--- config.mk ---
export PLATFORM = sky130hd
export DESIGN_NAME = activity_tracker
export DESIGN_NICKNAME = d
export VERILOG_FILES = /design/src/rtl/activity_tracker.sv
export SDC_FILE = /design/constraint.sdc
export NUM_CORES = 1
export LEC_CHECK = 0
export ABC_AREA = 1
export CORE_ASPECT_RATIO = 1.25
export CORE_UTILIZATION = 38
export CTS_CLUSTER_DIAMETER = 60
export DETAILED_ROUTE_END_ITERATION = 10
export DONT_BUFFER_PORTS = 1
export PLACE_DENSITY = 0.51
export REMOVE_ABC_BUFFERS = 1
export SYNTH_ARGS = -nofsm -noshare
export SYNTH_HDL_FRONTEND = slang
export SYNTH_SLANG_ARGS = --single-unit
--- constraint.sdc ---
create_clock -name clk -period 5.12 [get_ports clk]
set_input_delay 1.024 -clock clk [delete_from_list [all_inputs] [get_ports clk]]
set_output_delay 1.024 -clock clk [all_outputs]
set_load 0.02 [all_outputs]
--- src/rtl/activity_tracker.sv ---
// Step-activity core: counts steps, distance, early fast seconds and sustained
// high-activity time, and rotates a display selector across the four stats.
module activity_tracker #(
    parameter int unsigned TICKS_PER_SEC   = 100_000_000,
    parameter int unsigned STEP_MAX        = 9999,
    parameter int unsigned HALF_MILE_STEPS = 1024,
    parameter int unsigned FAST_THRESH     = 32,
    parameter int unsigned EARLY_SECS      = 9,
    parameter int unsigned HIGH_THRESH     = 64,
    parameter int unsigned HIGH_MIN_SECS   = 60,
    parameter int unsigned DISP_SECS       = 2
) (
    input  logic        clk,
    input  logic        reset,
    input  logic        start,
    input  logic        step,
    output logic [15:0] step_count,
    output logic        si,
    output logic [15:0] distance,
    output logic [3:0]  fast_secs,
    output logic [15:0] high_time,
    output logic        sec_tick,
    output logic [1:0]  disp_sel,
    output logic [15:0] disp_value
);

    localparam int TW = (TICKS_PER_SEC > 1) ? $clog2(TICKS_PER_SEC) : 1;
    localparam int HW = (HALF_MILE_STEPS > 1) ? $clog2(HALF_MILE_STEPS) : 1;
    localparam int RW = $clog2(HIGH_MIN_SECS + 1);
    localparam int DW = (DISP_SECS > 1) ? $clog2(DISP_SECS) : 1;

    localparam logic [TW-1:0] TICK_LAST = TW'(TICKS_PER_SEC - 1);
    localparam logic [TW-1:0] TICK_ONE  = TW'(1);
    localparam logic [HW-1:0] HALF_LAST = HW'(HALF_MILE_STEPS - 1);
    localparam logic [HW-1:0] HALF_ONE  = HW'(1);
    localparam logic [RW-1:0] RUN_FULL  = RW'(HIGH_MIN_SECS);
    localparam logic [RW-1:0] RUN_ONE   = RW'(1);
    localparam logic [DW-1:0] DISP_LAST = DW'(DISP_SECS - 1);
    localparam logic [DW-1:0] DISP_ONE  = DW'(1);
    localparam logic [15:0]   STEP_SAT  = 16'(STEP_MAX);

    logic          r_start_d;
    logic [TW-1:0] r_tick;
    logic [7:0]    r_sec_steps;
    logic [HW-1:0] r_half;
    logic [3:0]    r_elapsed;
    logic [RW-1:0] r_run;
    logic [DW-1:0] r_disp_cnt;
    logic [1:0]    r_sel;
    logic [15:0]   r_steps;
    logic          r_si;
    logic [15:0]   r_dist;
    logic [3:0]    r_fast;
    logic [15:0]   r_high;

    logic          w_clr;
    logic          w_run;
    logic          w_step;
    logic          w_tick;
    logic [7:0]    w_eval;
    logic          w_fast;
    logic          w_high;
    logic [16:0]   w_high_sum;

    // A start edge is a clearing cycle, not a tracking cycle: steps and ticks are ignored.
    assign w_clr  = start & ~r_start_d;
    assign w_run  = start & r_start_d;
    assign w_step = w_run & step;
    assign w_tick = w_run & (r_tick == TICK_LAST);

    // The closing second includes a step that lands on its own tick cycle.
    assign w_eval     = (w_step && r_sec_steps != 8'hFF) ? r_sec_steps + 8'd1 : r_sec_steps;
    assign w_fast     = 32'(w_eval) > FAST_THRESH;
    assign w_high     = 32'(w_eval) >= HIGH_THRESH;
    assign w_high_sum = {1'b0, r_high} + 17'(HIGH_MIN_SECS);

    always_ff @(posedge clk or posedge reset) begin
        if (reset) begin
            r_start_d <= 1'b0;
            r_tick    <= '0;
        end else begin
            r_start_d <= start;
            if (w_clr)
                r_tick <= '0;
            else if (w_run)
                r_tick <= w_tick ? '0 : r_tick + TICK_ONE;
        end
    end

    always_ff @(posedge clk or posedge reset) begin
        if (reset) begin
            r_sec_steps <= '0;
        end else if (w_clr || w_tick) begin
            r_sec_steps <= '0;
        end else if (w_step && r_sec_steps != 8'hFF) begin
            r_sec_steps <= r_sec_steps + 8'd1;
        end
    end

    // The half-mile sub-counter keeps running after step_count saturates.
    always_ff @(posedge clk or posedge reset) begin
        if (reset) begin
            r_steps <= '0;
            r_si    <= 1'b0;
            r_half  <= '0;
            r_dist  <= '0;
        end else if (w_clr) begin
            r_steps <= '0;
            r_si    <= 1'b0;
            r_half  <= '0;
            r_dist  <= '0;
        end else if (w_step) begin
            if (r_steps == STEP_SAT)
                r_si <= 1'b1;
            else
                r_steps <= r_steps + 16'd1;
            if (r_half == HALF_LAST) begin
                r_half <= '0;
                if (r_dist != 16'hFFFF)
                    r_dist <= r_dist + 16'd1;
            end else begin
                r_half <= r_half + HALF_ONE;
            end
        end
    end

    always_ff @(posedge clk or posedge reset) begin
        if (reset) begin
            r_elapsed <= '0;
            r_fast    <= '0;
            r_run     <= '0;
            r_high    <= '0;
        end else if (w_clr) begin
            r_elapsed <= '0;
            r_fast    <= '0;
            r_run     <= '0;
            r_high    <= '0;
        end else if (w_tick) begin
            if (r_elapsed != 4'hF)
                r_elapsed <= r_elapsed + 4'd1;
            if (32'(r_elapsed) < EARLY_SECS && w_fast && r_fast != 4'hF)
                r_fast <= r_fast + 4'd1;
            // The whole qualifying run is credited at once when it first reaches full length.
            if (!w_high) begin
                r_run <= '0;
            end else if (r_run == RUN_FULL - RUN_ONE) begin
                r_run  <= RUN_FULL;
                r_high <= w_high_sum[16] ? 16'hFFFF : w_high_sum[15:0];
            end else if (r_run == RUN_FULL) begin
                if (r_high != 16'hFFFF)
                    r_high <= r_high + 16'd1;
            end else begin
                r_run <= r_run + RUN_ONE;
            end
        end
    end

    always_ff @(posedge clk or posedge reset) begin
        if (reset) begin
            r_disp_cnt <= '0;
            r_sel      <= '0;
        end else if (w_tick) begin
            if (r_disp_cnt == DISP_LAST) begin
                r_disp_cnt <= '0;
                r_sel      <= r_sel + 2'd1;
            end else begin
                r_disp_cnt <= r_disp_cnt + DISP_ONE;
            end
        end
    end

    always_comb begin
        disp_value = r_steps;
        case (r_sel)
            2'd0: disp_value = r_steps;
            2'd1: disp_value = r_dist;
            2'd2: disp_value = {12'd0, r_fast};
            2'd3: disp_value = r_high;
            default: disp_value = r_steps;
        endcase
    end

    assign step_count = r_steps;
    assign si         = r_si;
    assign distance   = r_dist;
    assign fast_secs  = r_fast;
    assign high_time  = r_high;
    assign sec_tick   = w_tick;
    assign disp_sel   = r_sel;

endmodule
# Word-level counts from Yosys, hierarchy flattened
# Index checks and enable logic that the tools add are counted.
# op_classes
div	0
n_shift	0
muxes	38
multipliers	0
n_reduce_logical	24
n_eq_ne	15
n_lt_le_gt_ge	3
bitwise_logic	5
addsub	12
# op_table
operator	count
16-bit two-way mux	14
27-bit two-way mux	3
16-bit one-hot mux with 4 select lines	1
16-bit by 1-bit adder with 16-bit output, second input constant	3
16-bit != test, second input constant	2
10-bit two-way mux	3
6-bit two-way mux	5
27-bit by 1-bit adder with 27-bit output, second input constant	1
27-bit == test, second input constant	1
4-bit two-way mux	6
2-bit nonzero test	9
16-bit by 6-bit adder with 17-bit output, second input constant	1
16-bit by 14-bit == test with 1-bit output, second input constant	1
8-bit two-way mux	2
6-bit == test, second input constant	2
4-bit != test, second input constant	3
2-bit AND reduction	6
10-bit by 1-bit adder with 10-bit output, second input constant	1
10-bit == test, second input constant	1
4-bit by 1-bit adder with 4-bit output, second input constant	2
8-bit by 1-bit adder with 8-bit output, second input constant	1
8-bit by 7-bit >= comparator with 1-bit output, second input constant	1
8-bit by 6-bit greater-than comparator with 1-bit output, second input constant	1
8-bit != test, second input constant	1
16 further kinds	26
# totals
mem_bits_rw	0
latch_bits	0
romBits	0
register_bits	112
output_inout_bits	72
in_bits	4
memories	0

# Logic depth before layout (Yosys ltp)
# Gate-level depths: netlist of run 1.
# depth
depth_word	10
depth_mapped	16

# Least setup slack after synthesis of run 1
# No wires, ideal clock.
# synth_timing
kind	register to output
start	register r_sel[0], in the netlist disp_sel[0]
end	output port disp_value[3]
arrival_ps	1736
path_slack_ps	2360
path_stages_with_launch	7
t_required_ps	4096
cell_sequence	dfrtp_1 > ha_1 > clkbuf_1 > clkinv_1 > o21ai_0 > a221oi_1 > a21oi_1
# synth_via
elab_chain_cells	2
word_cells_on_any_way	5
classes_between	eq/ne: 3; mux: 1; reduce/logical: 1
# synth_rtl
element	line_no	source
from (decl)	49	logic [1:0] r_sel;
from (signal assigned)	165	r_sel <= r_sel + 2'd1;
2-bit == test (tied with other cells)	174	case (r_sel)
16-bit one-hot mux with 4 select lines *	174	
to (decl)	24	output logic [15:0] disp_value
# Mark *: on every way between the ends. The rest lies on a longest branch, timed or not.

# Worst setup path after layout of run 1
# layout_timing
start	register r_sel[0], in the netlist disp_sel[0]
end	output port disp_value[2]
# Same word-level chain as after synthesis.

==> results of run 1 <==
logic make-up (layout without fill, tap and decap cells):
| family | Yosys count | in the layout | share of synthesized area |
|---|---|---|---|
| fa+ha+maj | 17 | 17 | 0.0299 |
| compound gates | 188 | 188 | 0.149 |
| buf+inv | 156 | 147 | 0.0876 |
| xor+xnor | 38 | 38 | 0.0468 |
| simple gates | 461 | 461 | 0.293 |
| flops | 112 | 112 | 0.394 |
registers in the layout, indices dropped and copies added (netlist names), 4 cells and up:
| register | count |
|---|---|
| step_count | 16 |
| r_tick | 27 |
| r_elapsed | 4 |
| distance | 16 |
| fast_secs | 4 |
| r_half | 10 |
| r_run | 6 |
| r_sec_steps | 8 |
| high_time | 16 |
layout by cell type (no fill, tap or decap), types with 2 or more instances in the layout:
master	n
nand2_1	193
inv_1	119
dfrtp_1	112
nor2_1	96
o21ai_0	72
nand3_1	66
a21oi_1	60
nand4_1	39
nor3_1	37
xor2_1	31
o22ai_1	21
ha_1	17
o31ai_1	14
clkbuf_16	9
nand2_2	7
xnor2_1	7
inv_2	6
nor4_1	6
nor2_2	4
nor3_2	4
buf_4	4
o21a_1	3
a22oi_1	3
a221oi_1	3
a31oi_1	2
nor3b_1	2
clkinv_1	2
a32oi_1	2
clkinv_2	2
clkinvlp_4	2
worst paths after layout:
| kind | startpoint | to | slack [ps] | cells after the start |
|---|---|---|---|---|
| hold / removal | r_elapsed[3] | r_elapsed[3] | 500 | 1 |
| max in group asynchronous | reset | high_time[15] | 3590 | 2 |
| setup reg to reg | r_run[0] | high_time[9] | 2140 | 10 |
| min in group asynchronous | reset | step_count[1] | 590 | 1 |
| setup / recovery | disp_sel[0] | disp_value[2] | 1250 | 6 |
| hold reg to reg | r_elapsed[3] | r_elapsed[3] | 500 | 1 |
report_power, final:
group / switching [mW] / internal, mW
Sequential: 0.0952 / 0.924
Clock: 0.346 / 0.329
Combinational: 0.108 / 0.0519
area by class of cell:
class,count,area (um2)
well taps,228,285
clock buffers,10,229
repair buffers,4,30.0
clock inverters,5,33.8
inverters,128,483
multi-input cells,704,3690
fillers,1898,10700
flip-flops and latches,112,2800
layer usage:
layer | vias to the layer above | GRT usage
met5 | - | 0
met1 | 3070 | 0.271
li1 | 3232 | -
met3 | 20 | 0.0433
met4 | 0 | 0.0694
met2 | 146 | 0.375
metrics by stage:
step / utilization / total power [mW] / area [um2] / setup WS (ps) / std cells
global placement: 0.400 / 1.20 / 7290 / 1660 / 1176
CTS: 0.414 / 1.88 / 7550 / 1230 / 1191
global route: 0.414 / 1.93 / 7550 / 1030 / 1191
finish: 0.414 / 1.85 / 7550 / 1250 / 1191
floorplan: - / 1.14 / 6970 / 1140 / 944
detailed placement: 0.400 / 1.20 / 7290 / 1630 / 1176
==> results.cfg, run 1 <==
[outcome]
status = finished, final reports clean

[synth]
postSynth.asyncResetShare = 1.00
synth.top_cell.area_share = 0.394
netlist_top_cells_count = nand2_1 (193), inv_1 (120), dfrtp_1 (112)
ys_seq_area_frac = 0.394
synth_cell_types = 46
synth_most_common_cell = nand2_1
post_synth_main_area_contributors = dfrtp_1 (39%), nand2_1 (10%), inv_1 (6.3%)
ys_seq_elements = 112
yosysWarnings = 0
ys.flop_type = dfrtp_1
avgSynthCellArea_um2 = 7.32
synth_edf_count = 0
netlist_instances = 972
synth.cell_area_um2 = 7110
synth_top_area_cell = dfrtp_1

[sta]
setup_viol = 0
slew_headroom = 0.247
fin_crit_sh = 0.756
finalCriticalPeriod_ps = 3870
max_freq_mhz = 258
hold_viol = 0
maxSlewViolCount = 0
hold_ws_ps = 503
fin_skew_ps = 7.99
tightestPinTransition_ps = 1130
finalSetupTns_ps = 0
grt_setup_unrepaired = no

[critical_path]
worst-path-buf-inv = 2
critPathKind = register to primary output
slowest_stage = ha_1
worst_setup_path_end_kind = primary output
critPathRequiredTime_ps = 4100
arrival_ps = 2850
cp_cell_sequence = inv_1 -> ha_1 -> clkinv_1 -> o21ai_0 -> a221oi_1 -> a21oi_1
worst-path-max-fanout = 18
critPathLaunchType = register
crit_family = compound AO/OA/AOI/OAI gates
max_stage_delay_ps = 540

[die]
die_y_um = 155
initial_core_util = 0.390
die-width_um = 124
die_area_um2 = 19300
coreArea_um2 = 18200
ios = 76
rows = 55

[clock_network]
hold_buffers = 0
cts_tree = yes
cts_buffer_depth = 2
clock-root-buffer = clkbuf_16
clock_sinks = 112
insertion_delay_ps = 360
cts_htree_levels = 3
cts_buffers = 9
clk_pin_slew_ps = 70
ctsResizeCount = 0
post-cts-setup-buffers = 0

[detailed_routing]
detail_route.wl_per_cell_um = 17.1
top_layer_used = met4
wl_met1_um = 9060
drt-total-wl_um = 20400
vias = 6468
route.met2.wl_um = 9910
postRouteAntennaNets = 0
drtIter0Drc = 434
met3_length_um = 1050
drc_errors = 0
viasPerCell = 5.43
first_pass_iters = 5

[global_route]
grt_pass1_vias = 6198
overflow = 0
grt_pass1_wl_um = 33400
track_usage = 0.217
grt_max_degree = 44
antenna_found_initial = 0

[place]
io_buffers = 0
routabilityCongestion = 0.911
dp_hpwl_um = 15100

[pwr]
ir_drop_uv = 159
p_per_area_nw_per_um2 = 245
p_leak_nw = 3.22

[finish]
antenna_cells = 0
syn2layout_area_growth_pct = 6.21
layout-drive-gt1-share = 0.0478
fin_nets = 980

[hold_path]
min_path_type = register to register

[flow_run]
cap_violations = 0
Note: power is estimated with default switching activity, not from simulation.
==> run 2, diff against run 1 <==
clock period = 3.9 ns   (was 5.12 ns; I/O delays follow)
==> results.cfg, run 2 (same netlist as run 1, synthesis figures left out) <==
[outcome]
status = finished, final reports clean

[clock_network]
cts_htree_levels = 3
cts_buffers = 9
cts_buffer_depth = 2
clock_sinks = 112
clock-root-buffer = clkbuf_16
cts_tree = yes
insertion_delay_ps = 370
clk_pin_slew_ps = 90
post-cts-setup-buffers = 0
hold_buffers = 0

[detailed_routing]
first_pass_iters = 5
postRouteAntennaNets = 0
drtIter0Drc = 431
drt-total-wl_um = 20400
vias = 6592
viasPerCell = 5.49
drc_errors = 0
detail_route.wl_per_cell_um = 17.0

[global_route]
grt_pass1_vias = 6201
grt_pass1_wl_um = 33800
grt_max_degree = 86
track_usage = 0.219
overflow = 0
antenna_found_initial = 0

[die]
die_y_um = 155
die_area_um2 = 19300
initial_core_util = 0.390
rows = 55
ios = 76
coreArea_um2 = 18200
die-width_um = 124

[critical_path]
critPathLaunchType = register
max_stage_delay_ps = 600
worst-path-max-fanout = 18
crit_family = compound AO/OA/AOI/OAI gates
worst-path-buf-inv = 2
arrival_ps = 2820
critPathRequiredTime_ps = 3120
worst_setup_path_end_kind = primary output
critPathKind = register to primary output
critPathLaunch = disp_sel[0]
slowest_stage = ha_1
cp_cell_sequence = inv_1 -> ha_1 -> clkinvlp_4 -> o21ai_0 -> a221oi_1 -> a21oi_1
regToRegStartpoint = distance[1]

[hold_path]
min_path_type = input port to asynchronous set/reset pin

[sta]
setup_viol = 0
grt_setup_unrepaired = no
hold_viol = 0
finalCriticalPeriod_ps = 3600
maxSlewViolCount = 0
finalSetupTns_ps = 0
fin_skew_ps = 18.6
fin_ws_ps = 299
slew_headroom = 0.545
max_freq_mhz = 278
tightestPinTransition_ps = 683
fin_crit_sh = 0.923

[place]
routabilityCongestion = 0.884
io_buffers = 0
place_ws_ps = 623
dp_hpwl_um = 14900
place_area_um2 = 7370

[pwr]
p_leak_nw = 3.28
ir_drop_uv = 211
p_per_area_nw_per_um2 = 325

[finish]
fill_cells = 1900
seq_area_um2 = 2800
layout_commonest_cell = nand2_1
regMostFlops = r_tick
antenna_cells = 0
multi_input_area_um2 = 3690
layout-drive-gt1-share = 0.0586
final_area_um2 = 7660
fin_nets = 989
syn2layout_area_growth_pct = 7.63
final_cell_mix = nand2_1 (193), inv_1 (119), dfrtp_1 (112)
largest_reg_flops = 27

[flow_run]
cap_violations = 0
[run 2: worst paths after layout]
path	end	slack, ps	depth (start not counted)
setup / recovery	disp_value[3]	300	6
hold / removal	r_half[3]	260	1
setup reg to reg	distance[2]	1250	11
hold reg to reg	r_elapsed[3]	490	1
max in group asynchronous	high_time[11]	2820	2
min in group clk	r_start_d	450	0
[run 2: metal layers]
layer | GRT usage | vias to the layer above | wire, um
met2 | 0.374 | 150 | 9980
met1 | 0.280 | 3172 | 9220
li1 | - | 3250 | -
met3 | 0.0358 | 20 | 858
met4 | 0.0757 | 0 | 367
met5 | 0 | - | 0
[run 2: through the flow]
stage | utilization | hold WS [ps] | instances | power [mW]
global route | 0.420 | 295 | 1200 | 2.60
floorplan | - | 453 | 944 | 1.49
finish | 0.420 | 264 | 1200 | 2.49
CTS | 0.420 | 274 | 1200 | 2.51
global placement | 0.404 | 478 | 1185 | 1.57
detailed placement | 0.404 | 475 | 1185 | 1.58
[run 2: final cells by class]
cell class / instances / area share
Sequential cell: 112 / 0.366
Clock buffer: 10 / 0.0312
Tap cell: 228 / 0.0373
Clock inverter: 5 / 0.00539
Timing Repair Buffer: 13 / 0.0144
Multi-Input combinational cell: 704 / 0.482
Inverter: 128 / 0.0636
[run 2: report_power, final]
group	total (mW)	internal (mW)	leakage [nW]	switching (mW)
logic	0.213	0.0698	1.61	0.143
clock network	0.936	0.455	0.132	0.480
registers	1.34	1.21	1.54	0.124
[run 2: what timing repair did]
item | 4_1_cts | 5_1_grt
endpoints found under the setup margin | 0 | 1
endpoints found under the hold margin | 0 | 0
resized for setup | 0 | 1
